`src/rtl/cpu_clock_enable_ctrl.sv`:
```
// Clock-enable generator for the 6502 core: HALT / SLOW (1 Hz tick) / STEP (debounced button) / FAST (divided clock).
// Also provides a wrapping step counter and an activity LED for board debug.
module cpu_clock_enable_ctrl #(
  parameter int DEBOUNCE_CYCLES = 500_000,
  parameter int FAST_DIV        = 50
) (
  input  logic        CLK,
  input  logic        RESET,
  input  logic        tick_in,
  input  logic        step_btn,
  input  logic [1:0]  mode,
  output logic        cpu_ce,
  output logic [15:0] step_count,
  output logic        btn_db,
  output logic        ce_led,
  output logic [1:0]  state_o
);

  localparam int              DB_W     = $clog2(DEBOUNCE_CYCLES + 1);
  localparam logic [DB_W-1:0] DB_LAST  = DB_W'(DEBOUNCE_CYCLES);
  localparam logic [DB_W-1:0] DB_ONE   = DB_W'(1);
  localparam logic [15:0]     DIV_LAST = 16'(FAST_DIV - 1);

  typedef enum logic [1:0] {
    ST_HALT = 2'b00,
    ST_SLOW = 2'b01,
    ST_STEP = 2'b10,
    ST_FAST = 2'b11
  } state_e;

  logic            btn_s1_q, btn_s2_q;
  logic [1:0]      mode_s1_q, mode_s2_q;
  state_e          state_q, state_d;
  logic [DB_W-1:0] db_cnt_q, db_cnt_d;
  logic            btn_db_q, btn_db_d;
  logic            btn_db_prev_q;
  logic [15:0]     div_q, div_d;
  logic            cpu_ce_q, cpu_ce_d;
  logic [15:0]     step_count_q, step_count_d;
  logic            ce_led_q, ce_led_d;
  logic            press_s;
  logic            fast_run_s;

  // Next-state logic for debounce, divider, clock enable and counters
  always_comb begin
    db_cnt_d = '0;
    btn_db_d = btn_db_q;
    if (btn_s2_q != btn_db_q) begin
      if ((db_cnt_q + DB_ONE) == DB_LAST) begin
        btn_db_d = btn_s2_q;
        db_cnt_d = '0;
      end else begin
        db_cnt_d = db_cnt_q + DB_ONE;
      end
    end else begin
      db_cnt_d = '0;
    end

    press_s = btn_db_q & ~btn_db_prev_q;

    // FAST also requires the incoming mode so no pulse lands in the first cycle after leaving FAST.
    fast_run_s = (state_q == ST_FAST) && (mode_s2_q == ST_FAST);

    div_d = 16'd0;
    if (fast_run_s) begin
      if (div_q == DIV_LAST) begin
        div_d = 16'd0;
      end else begin
        div_d = div_q + 16'd1;
      end
    end else begin
      div_d = 16'd0;
    end

    cpu_ce_d = 1'b0;
    case (state_q)
      ST_HALT: cpu_ce_d = 1'b0;
      ST_SLOW: cpu_ce_d = tick_in;
      ST_STEP: cpu_ce_d = press_s;
      ST_FAST: cpu_ce_d = fast_run_s && (div_q == DIV_LAST);
      default: cpu_ce_d = 1'b0;
    endcase

    step_count_d = step_count_q;
    ce_led_d     = ce_led_q;
    if (cpu_ce_q) begin
      step_count_d = step_count_q + 16'd1;
      ce_led_d     = ~ce_led_q;
    end else begin
      step_count_d = step_count_q;
      ce_led_d     = ce_led_q;
    end

    state_d = state_e'(mode_s2_q);
  end

  // Synchronizers, state register and all registered outputs
  always_ff @(posedge CLK or posedge RESET) begin
    if (RESET) begin
      btn_s1_q      <= 1'b0;
      btn_s2_q      <= 1'b0;
      mode_s1_q     <= 2'b00;
      mode_s2_q     <= 2'b00;
      state_q       <= ST_HALT;
      db_cnt_q      <= '0;
      btn_db_q      <= 1'b0;
      btn_db_prev_q <= 1'b0;
      div_q         <= 16'd0;
      cpu_ce_q      <= 1'b0;
      step_count_q  <= 16'd0;
      ce_led_q      <= 1'b0;
    end else begin
      btn_s1_q      <= step_btn;
      btn_s2_q      <= btn_s1_q;
      mode_s1_q     <= mode;
      mode_s2_q     <= mode_s1_q;
      state_q       <= state_d;
      db_cnt_q      <= db_cnt_d;
      btn_db_q      <= btn_db_d;
      btn_db_prev_q <= btn_db_q;
      div_q         <= div_d;
      cpu_ce_q      <= cpu_ce_d;
      step_count_q  <= step_count_d;
      ce_led_q      <= ce_led_d;
    end
  end

  assign cpu_ce     = cpu_ce_q;
  assign step_count = step_count_q;
  assign btn_db     = btn_db_q;
  assign ce_led     = ce_led_q;
  assign state_o    = state_q;

endmodule

```
`config.mk`:
```
export PLATFORM = sky130hd
export DESIGN_NAME = cpu_clock_enable_ctrl
export DESIGN_NICKNAME = d
export VERILOG_FILES = /design/src/rtl/cpu_clock_enable_ctrl.sv
export SDC_FILE = /design/constraint.sdc
export NUM_CORES = 1
export LEC_CHECK = 0
export CAP_MARGIN = 25
export CORE_ASPECT_RATIO = 1.75
export CORE_UTILIZATION = 57
export CTS_CLUSTER_SIZE = 40
export DETAILED_ROUTE_END_ITERATION = 8
export PLACE_DENSITY = 0.87
export SLEW_MARGIN = 20
export SYNTH_ARGS = -nofsm -noshare
export SYNTH_HDL_FRONTEND = slang
export SYNTH_SLANG_ARGS = --single-unit
export TNS_END_PERCENT = 5
```
`constraint.sdc`:
```
create_clock -name CLK -period 3.2 [get_ports CLK]
set_clock_uncertainty 0.15 [all_clocks]
set_input_delay 0.64 -clock CLK [delete_from_list [all_inputs] [get_ports CLK]]
set_output_delay 0.64 -clock CLK [all_outputs]
set_load 0.05 [all_outputs]
```
## After elaboration in Yosys (flattened, before gate mapping)

Index checks and enable logic that the tools add are counted.

- Register bits: 63
- Input bits: 6
- Word-level logic and storage cells: 34
- Output and inout port bits: 21

- Equality and inequality tests: 7
- Bitwise operators: 3
- $add $sub $neg: 3
- Multiplexer cells: 5
- Reduce and logical (&&, ||, !) cells: 4

Operator list:

| kind | number |
|---|---|
| 19-bit two-way mux | 2 |
| 16-bit by 1-bit adder with 16-bit output (second input constant) | 2 |
| 16-bit two-way mux | 2 |
| 19-bit by 1-bit adder with 19-bit output (second input constant) | 1 |
| 19-bit equality test (second input constant) | 1 |
| 16-bit by 6-bit equality test with 1-bit output (second input constant) | 1 |
| 2-bit equality test (second input constant) | 3 |
| 1-bit one-hot mux with 4 select lines | 1 |
| 2-bit by 1-bit equality test with 1-bit output (second input constant) | 1 |
| 1-bit logical AND | 2 |
| 2-bit zero test | 1 |
| 1-bit NOT | 2 |
| 2-bit AND reduction | 1 |
| 1-bit AND | 1 |
| 1-bit inequality test | 1 |

## Depth between registers and ports, before layout

- Word-level depth: 4
- Depth in mapped cells: 8
- Gate-level depth less buffers: 7

## Worst setup path after synthesis

Ideal clock, no wire load.

- Path kind: reg-to-reg
- From: register db_cnt_q[0]
- To: register db_cnt_q[12]
- Required time: 2931 ps
- Stages on the path, launching flop included: 9
- Clock period less this slack: 2445 ps
- Arrival: 2176 ps
- Slack: 755 ps
- Setup time: 119 ps
- Path buffers: 1
- Cell sequence: dfrtp_1 > ha_1 > nand3_2 > nor4_1 > mux2i_1 > o211ai_2 > o31ai_4 > buf_6 > nor2_1

- Word-level cells in the longest chain between the ends: 4

RTL lines:

| what | line | text |
|---|---|---|
| start: declaration | 34 | `logic [DB_W-1:0] db_cnt_q, db_cnt_d;` |
| start signal: assignment | 118 | `db_cnt_q <= db_cnt_d;` |
| 19-bit by 1-bit adder with 19-bit output (*) | 49, 53 |  |
| 19-bit equality test | 49 | `if ((db_cnt_q + DB_ONE) == DB_LAST) begin` |
| 19-bit two-way mux (*) | 49 |  |
| 19-bit two-way mux (*) | 48 | `if (btn_s2_q != btn_db_q) begin` |
| named net db_cnt_d[12] | 34 |  |

The timed path passes the listed nets; every way through them passes the cells marked *.
A chain may end at the register's enable or synchronous reset.

## Final worst setup path

- From: register db_cnt_q[0]
- To: register db_cnt_q[17]

The elaborated chain is that of the path after synthesis.

==> reports/qor.csv <==
stage,metric,value,unit
clocking,path_clk_slew,0.07,ns
critical_path,arrival,2.77,ns
worst_hold_path,min_from,mode_s1_q[0]$_DFF_PP0_,
cells_and_area,area_delta_synth_final,17.5,%
placed_design,hpwl,4000,um
die,dieArea,5450,um2
clocking,clkLatencyLatePin,0.35,ns
pwr,p_leak,1.46,nW
cells_and_area,regArea,1580,um2
critical_path,r2r-start,db_cnt_q[0]$_DFF_PP0_,
critical_path,start_kind,flip-flop,
sta,relSlewSlack,0.547,
sta,tns,0,ns
pwr,totalPowerFinal,1.83,mW
die,die_w,56.2,um
pwr,powerDensity,533,nW/um2
die,rows,34,
logic_synthesis,synthTopCellsByArea,"dfrtp_1 54%, xnor2_1 7.2%, xor2_1 7.2%, nor2_1 6.7%, nand3_1 3.4%",
logic_synthesis,synth_area,2930,um2
clocking,cts_tree,done,
sta,finalCritPeriodShare,0.841,
cells_and_area,fin_nets,328,
critical_path,max_stage_delay,0.46,ns
global_route,grt_pass1_wl,9940,um
critical_path,r2r-end,db_cnt_q[17]$_DFF_PP0_,
global_route,antenna_found_initial,0,
pwr,ir_worst_vdd,0.806,mV
logic_synthesis,synth_top_area_share,0.538,
clocking,clk_path_buf_depth,2,
cells_and_area,multi_input_area,1300,um2
route,num_vias,2142,
logic_synthesis,yosys_warnings,0,
worst_hold_path,holdPathStages,0,
logic_synthesis,synth_cell_types,38,
sta,setup_viol,0,
logic_synthesis,synthArstFlopShare,1.00,
clocking,ctsResizeCount,0,
critical_path,end_kind,flip-flop,
route,avgRoutedWirePerCell,15.3,um
sta,maxSlewViolCount,0,
placed_design,dp_slack,0.490,ns
clocking,cts_sinks,63,
worst_hold_path,holdPathEnd,mode_s2_q[0]$_DFF_PP0_,
global_route,first_global_vias,2310,
logic_synthesis,synth_edf_count,0,
logic_synthesis,synth.most_common_cell,dfrtp_1,
route,first_iter_violations,68,
logic_synthesis,syn_avg_cell_area,10.3,um2
sta,min_period,2.69,ns
logic_synthesis,synth_seq_cells,63,
cells_and_area,fillers,362,
clocking,post-cts-setup-buffer-count,0,
logic_synthesis,synth_top_area_cell,dfrtp_1,
route,ant_nets,0,
sta,worstMarginPinSlew,0.678,ns
route,vias_per_cell,5.68,
logic_synthesis,yosysSeqAreaShare,0.538,
die,die_h,96.9,um
clocking,root_buffer,clkbuf_8,
die,core_area,4980,um2
route,drt_pass1_iterations,6,
cells_and_area,insertedDiodeCount,0,
logic_synthesis,syn_nets,294,
global_route,grt_max_degree,36,
logic_synthesis,synth_ff_type,dfrtp_1,
clocking,cts-buffers-inserted,9,
run,cap_violations,0,
critical_path,cp_top_family,simple AND/OR/NAND/NOR gates,
worst_hold_path,hp-class,flip-flop to flip-flop,
logic_synthesis,syn-instance-count,284,
route,drt_wl_total,5760,um
critical_path,crit_type,flip-flop to flip-flop,
logic_synthesis,synth_common_cells,"63 x dfrtp_1, 52 x nor2_1, 25 x nand2_1",
cells_and_area,drive_gt1_frac,0.0836,
die,start_util,0.589,
die,ios,27,
critical_path,regToRegSetupSlack,0.51,ns
status,status,"complete, no violations",
critical_path,reg2regPathDepth,8,
critical_path,crit_fanout,16,
global_route,gr-total-overflow,0,
critical_path,crit_path_top_delay_cell,dfrtp_1,
clocking,hold_buffers,0,
critical_path,path_buf_inv,1,
clocking,h-tree-depth,3,
sta,rsz0062_at_grt,false,
critical_path,path_cells,ha_1 -> nand3_2 -> nor4_1 -> mux2i_1 -> o211ai_2 -> o31ai_4 -> buf_4 -> nor2_1,
sta,worst_slack,0.510,ns
global_route,grt_use_total,0.241,
sta,fmax,372,MHz
sta,finalHoldViolations,0,
route,drc,0,
placed_design,portBuffers,26,
critical_path,required,3.28,ns
placed_design,place_congestion,0.794,
cells_and_area,postLayoutCoreUtil,0.692,
cell families after synthesis:
| kind of cell | after synthesis | share of synthesized area |
|---|---|---|
| AND/OR/NAND/NOR | 137 | 0.229 |
| flip-flops | 63 | 0.538 |
| XOR/XNOR | 48 | 0.143 |
| AO/OA/AOI/OAI | 14 | 0.0346 |
| buffers and inverters | 13 | 0.0196 |
| multiplexers | 5 | 0.0184 |
| adder cells (fa/ha/maj) | 4 | 0.0171 |
report_power, final:
| part | switching (mW) | total, mW | internal [mW] |
|---|---|---|---|
| logic | 0.199 | 0.305 | 0.106 |
| clock network | 0.312 | 0.631 | 0.320 |
| registers | 0.0564 | 0.898 | 0.842 |
| total | 0.567 | 1.83 | 1.27 |
cell type report:
cell class              instances  area share
well taps                      54      0.0196
flip-flops and latches         63       0.458
inverters                       8     0.00872
repair buffers                 28      0.0836
multi-input cells             208       0.377
clock inverters                 5     0.00945
clock buffers                  11      0.0440
worst max-delay path by stage:
stage                               start                     end  depth (start not counted)
floorplan           db_cnt_q[0]$_DFF_PP0_  db_cnt_q[12]$_DFF_PP0_                          8
CTS                 db_cnt_q[0]$_DFF_PP0_  db_cnt_q[15]$_DFF_PP0_                          8
global route        db_cnt_q[0]$_DFF_PP0_      btn_db$_DFFE_PP0P_                          7
detailed placement  db_cnt_q[0]$_DFF_PP0_      btn_db$_DFFE_PP0P_                          7
global placement    db_cnt_q[0]$_DFF_PP0_      btn_db$_DFFE_PP0P_                          7
finish              db_cnt_q[0]$_DFF_PP0_  db_cnt_q[17]$_DFF_PP0_                          8
metal layers:
metal / vias up / track usage / wire length, um
li1: 1024 / - / -
met1: 1071 / 0.255 / 2160
met2: 34 / 0.419 / 3260
met3: 13 / 0.0735 / 176
met4: 0 / 0.128 / 157
met5: - / 0 / 0
state kept, by name, indices dropped and copies added (netlist names):
signal         count
btn_db_prev_q      1
div_q             16
btn_s1_q           1
btn_s2_q           1
cpu_ce             1
step_count        16
mode_s1_q          2
ce_led             1
mode_s2_q          2
state_o            2
db_cnt_q          19
btn_db             1
cell usage in the layout (no fill, tap or decap), types with 2 or more instances in the layout:
master / instances
clkbuf_8: 11
and2_1: 2
nor2b_1: 2
nand4_1: 10
o21ai_0: 4
nor3_1: 3
mux2i_1: 2
nand2_1: 25
clkdlybuf4s50_1: 26
a21oi_1: 3
nor4_1: 5
clkinvlp_4: 3
nor2_1: 52
and4_1: 2
mux2_2: 2
inv_1: 7
xnor2_1: 24
ha_1: 4
and3_1: 7
clkinv_2: 2
o22ai_1: 2
xor2_1: 24
nand3_1: 20
dfrtp_1: 63
worst register-to-register path, delay by kind of cell (launching register included):
kind                       cells  cell delay, ns
AOI/OAI and AO/OA              2            0.42
adders and majority gates      1            0.29
buffers and inverters          1            0.24
DFF                            1            0.46
muxes                          1            0.28
and+or+nand+nor                3            0.73
through the flow:
| step | cells | hold slack [ns] | instance area [um2] |
|---|---|---|---|
| after CTS | 377 | 0.204 | 3440 |
| after floorplan | 284 | 0.181 | 2930 |
| final | 377 | 0.201 | 3440 |
| after global routing | 377 | 0.206 | 3440 |
| after detailed placement | 361 | 0.186 | 3260 |
| after global placement | 361 | 0.184 | 3260 |
Note: power is estimated with default switching activity, not from simulation.
==> variant: new RTL, same flow settings <==
`DEBOUNCE_CYCLES`: 500_000 -> 1_000_000.
--- a/src/rtl/cpu_clock_enable_ctrl.sv
+++ b/src/rtl/cpu_clock_enable_ctrl.sv
@@ -3,3 +3,3 @@
 module cpu_clock_enable_ctrl #(
-  parameter int DEBOUNCE_CYCLES = 500_000,
+  parameter int DEBOUNCE_CYCLES = 1_000_000,
   parameter int FAST_DIV        = 50
Function: same outputs for any inputs over 10 cycles, from zero or initial values and one cycle with RESET high; that may be too few to reach the edited logic, so the function may still have changed.
==> variant against the unedited design <==
- the run now ends with design-rule violations left
- sequential cell count increased by 1
- wire length rose by 9.5%
- total power up 7.3%
- design area up 3.7%
- sequential share of layout area down 0.94 points
- final cell count is 0.27% lower
- setup slack worse by 3.0 ps
- sequential power increased by 0.6%
- synthesized area rose by 4.6%
- critical endpoint is now db_cnt_q[2]
- largest power group unchanged
==> variant: results (changes against the unedited design) <==
first-pass GRT wire length - 10.4 mm (+5.1%)
DR iter-0 viols - 140 (+110%)
vias in the first global route - 2,206 (-4.5%)
net switching fraction of the power - 0.290 (-0.0194)
Overall Global Routing Usage - 0.246 (+0.00513)
Lkg Pwr - 1.47 nW (+0.60%)
slowest stage delay, CP - 530 ps (+70 ps)
Hold Crit Class - reg -> reg
Adder-Cell Fraction of Synth Area - 0.0204 (+0.00334)
final WL - 6.31 mm (+9.5%)
Slew Limit Headroom - 0.542 (-0.00430)
pin count of the biggest net entering global routing - 37 (+2.8%)
Critical-path top delay cell - dfrtp_1
dpl hpwl - 4.30 mm (+7.6%)
post-synthesis compound-gate area fraction - 0.0371 (+0.00257)
layout cells sized above 1 - 0.0810 (-0.00259)
XOR/XNOR Fraction of Synth Area - 0.134 (-0.00912)
clock slew at reported path FFs - 70 ps (about the same)
Inserted Clock Buffers - 9 (unchanged)
async set-reset flop share out of synthesis - 1.00 (unchanged)
mux cell area share after synthesis - 0.0106 (-0.00774)
post-CTS resize count - 0 (unchanged)
initial antenna violation count - 0 (unchanged)
clk root buf - clkbuf_8
VDD IR-drop max - 0.000520 V (-35%)
Synth area leaders - dfrtp_1 52%, xnor2_1 7.4%, xor2_1 6.0%
Clk pwr share - 0.377 (+0.033)
seq pwr - 0.903 mW (+0.6%)
top cells by count, synth - 64 x dfrtp_1, 26 x nor2_1, 26 x xnor2_1
status - finished with violations
nets@finish - 328 (unchanged)
sequential area share after synthesis - 0.522 (-0.0153)
IO Port Bufs - 26 (unchanged)
failing checks - design-rule violations
Reg with most FFs - db_cnt_q
Yosys cell types - 42 (+11%)
First-pass DRT Iterations - 8 (+2)
max reg flops - 20 (+1)
GPL Wtd Cong - 0.899 (+13%)
CP arrival - 2760 ps (about the same)
DR vias - 2,292 (+7.0%)
crit-path leading delay family - simple AND/OR/NAND/NOR gates
Net Count, Synth - 301 (+2.4%)
Place WS - 593 ps (+103 ps)
worst skew pair latency - 340 ps
Max clock buf depth - 2 (unchanged)
residual DRC count - 1 (+1)
variant: cell types whose count changed after synthesis, moves of 2 or more:
cell      delta
nand4_1      +2
a31o_2       +2
buf_2        +3
nand4b_1     +2
clkbuf_1     +3
xor2_1       -3
nor2_1      -26
buf_4        +4
and4_1       +3
nor3_1      +19
xnor2_1      +2
nand2_1      -9
nor4_1       +4
variant: stage by stage:
stage | utilization | instances | power (mW) | hold WS (ps) | cell area, µm²
2_1_floorplan | - | 290 | 1.13 | 181 | 3070
5_1_grt | 0.685 | 376 | 2.04 | 207 | 3570
3_3_place_gp | 0.645 | 361 | 1.23 | 183 | 3360
3_5_place_dp | 0.645 | 361 | 1.24 | 186 | 3360
6_report | 0.685 | 376 | 1.97 | 201 | 3570
4_1_cts | 0.685 | 376 | 1.98 | 202 | 3570
variant: final timing paths:
kind	slack, ps	from	endpoint	depth (start not counted)
max in group asynchronous	1760	RESET	db_cnt_q[14]	3
worst min register to register	200	mode_s1_q[1]	mode_s2_q[1]	0
worst max register to register	510	db_cnt_q[2]	db_cnt_q[2]	7
min in group asynchronous	540	RESET	div_q[10]	2
worst min-delay path	200	mode_s1_q[1]	mode_s2_q[1]	0
worst max-delay path	510	db_cnt_q[2]	db_cnt_q[2]	7
variant: layout make-up:
type | count | area (µm²)
Timing Repair Buffer | 29 | 295
Clock inverter | 6 | 85.1
Clock buffer | 9 | 124
Tap cell | 55 | 68.8
Inverter | 7 | 26.3
Fill cell | 356 | 1640
Sequential cell | 64 | 1600
Multi-Input combinational cell | 206 | 1370
variant: per-layer routing:
metal	share of wire	track usage	wire [µm]
met2	0.55	0.429	3460
met5	0	0	0
met4	0.039	0.139	248
met3	0.031	0.0591	195
met1	0.38	0.265	2400
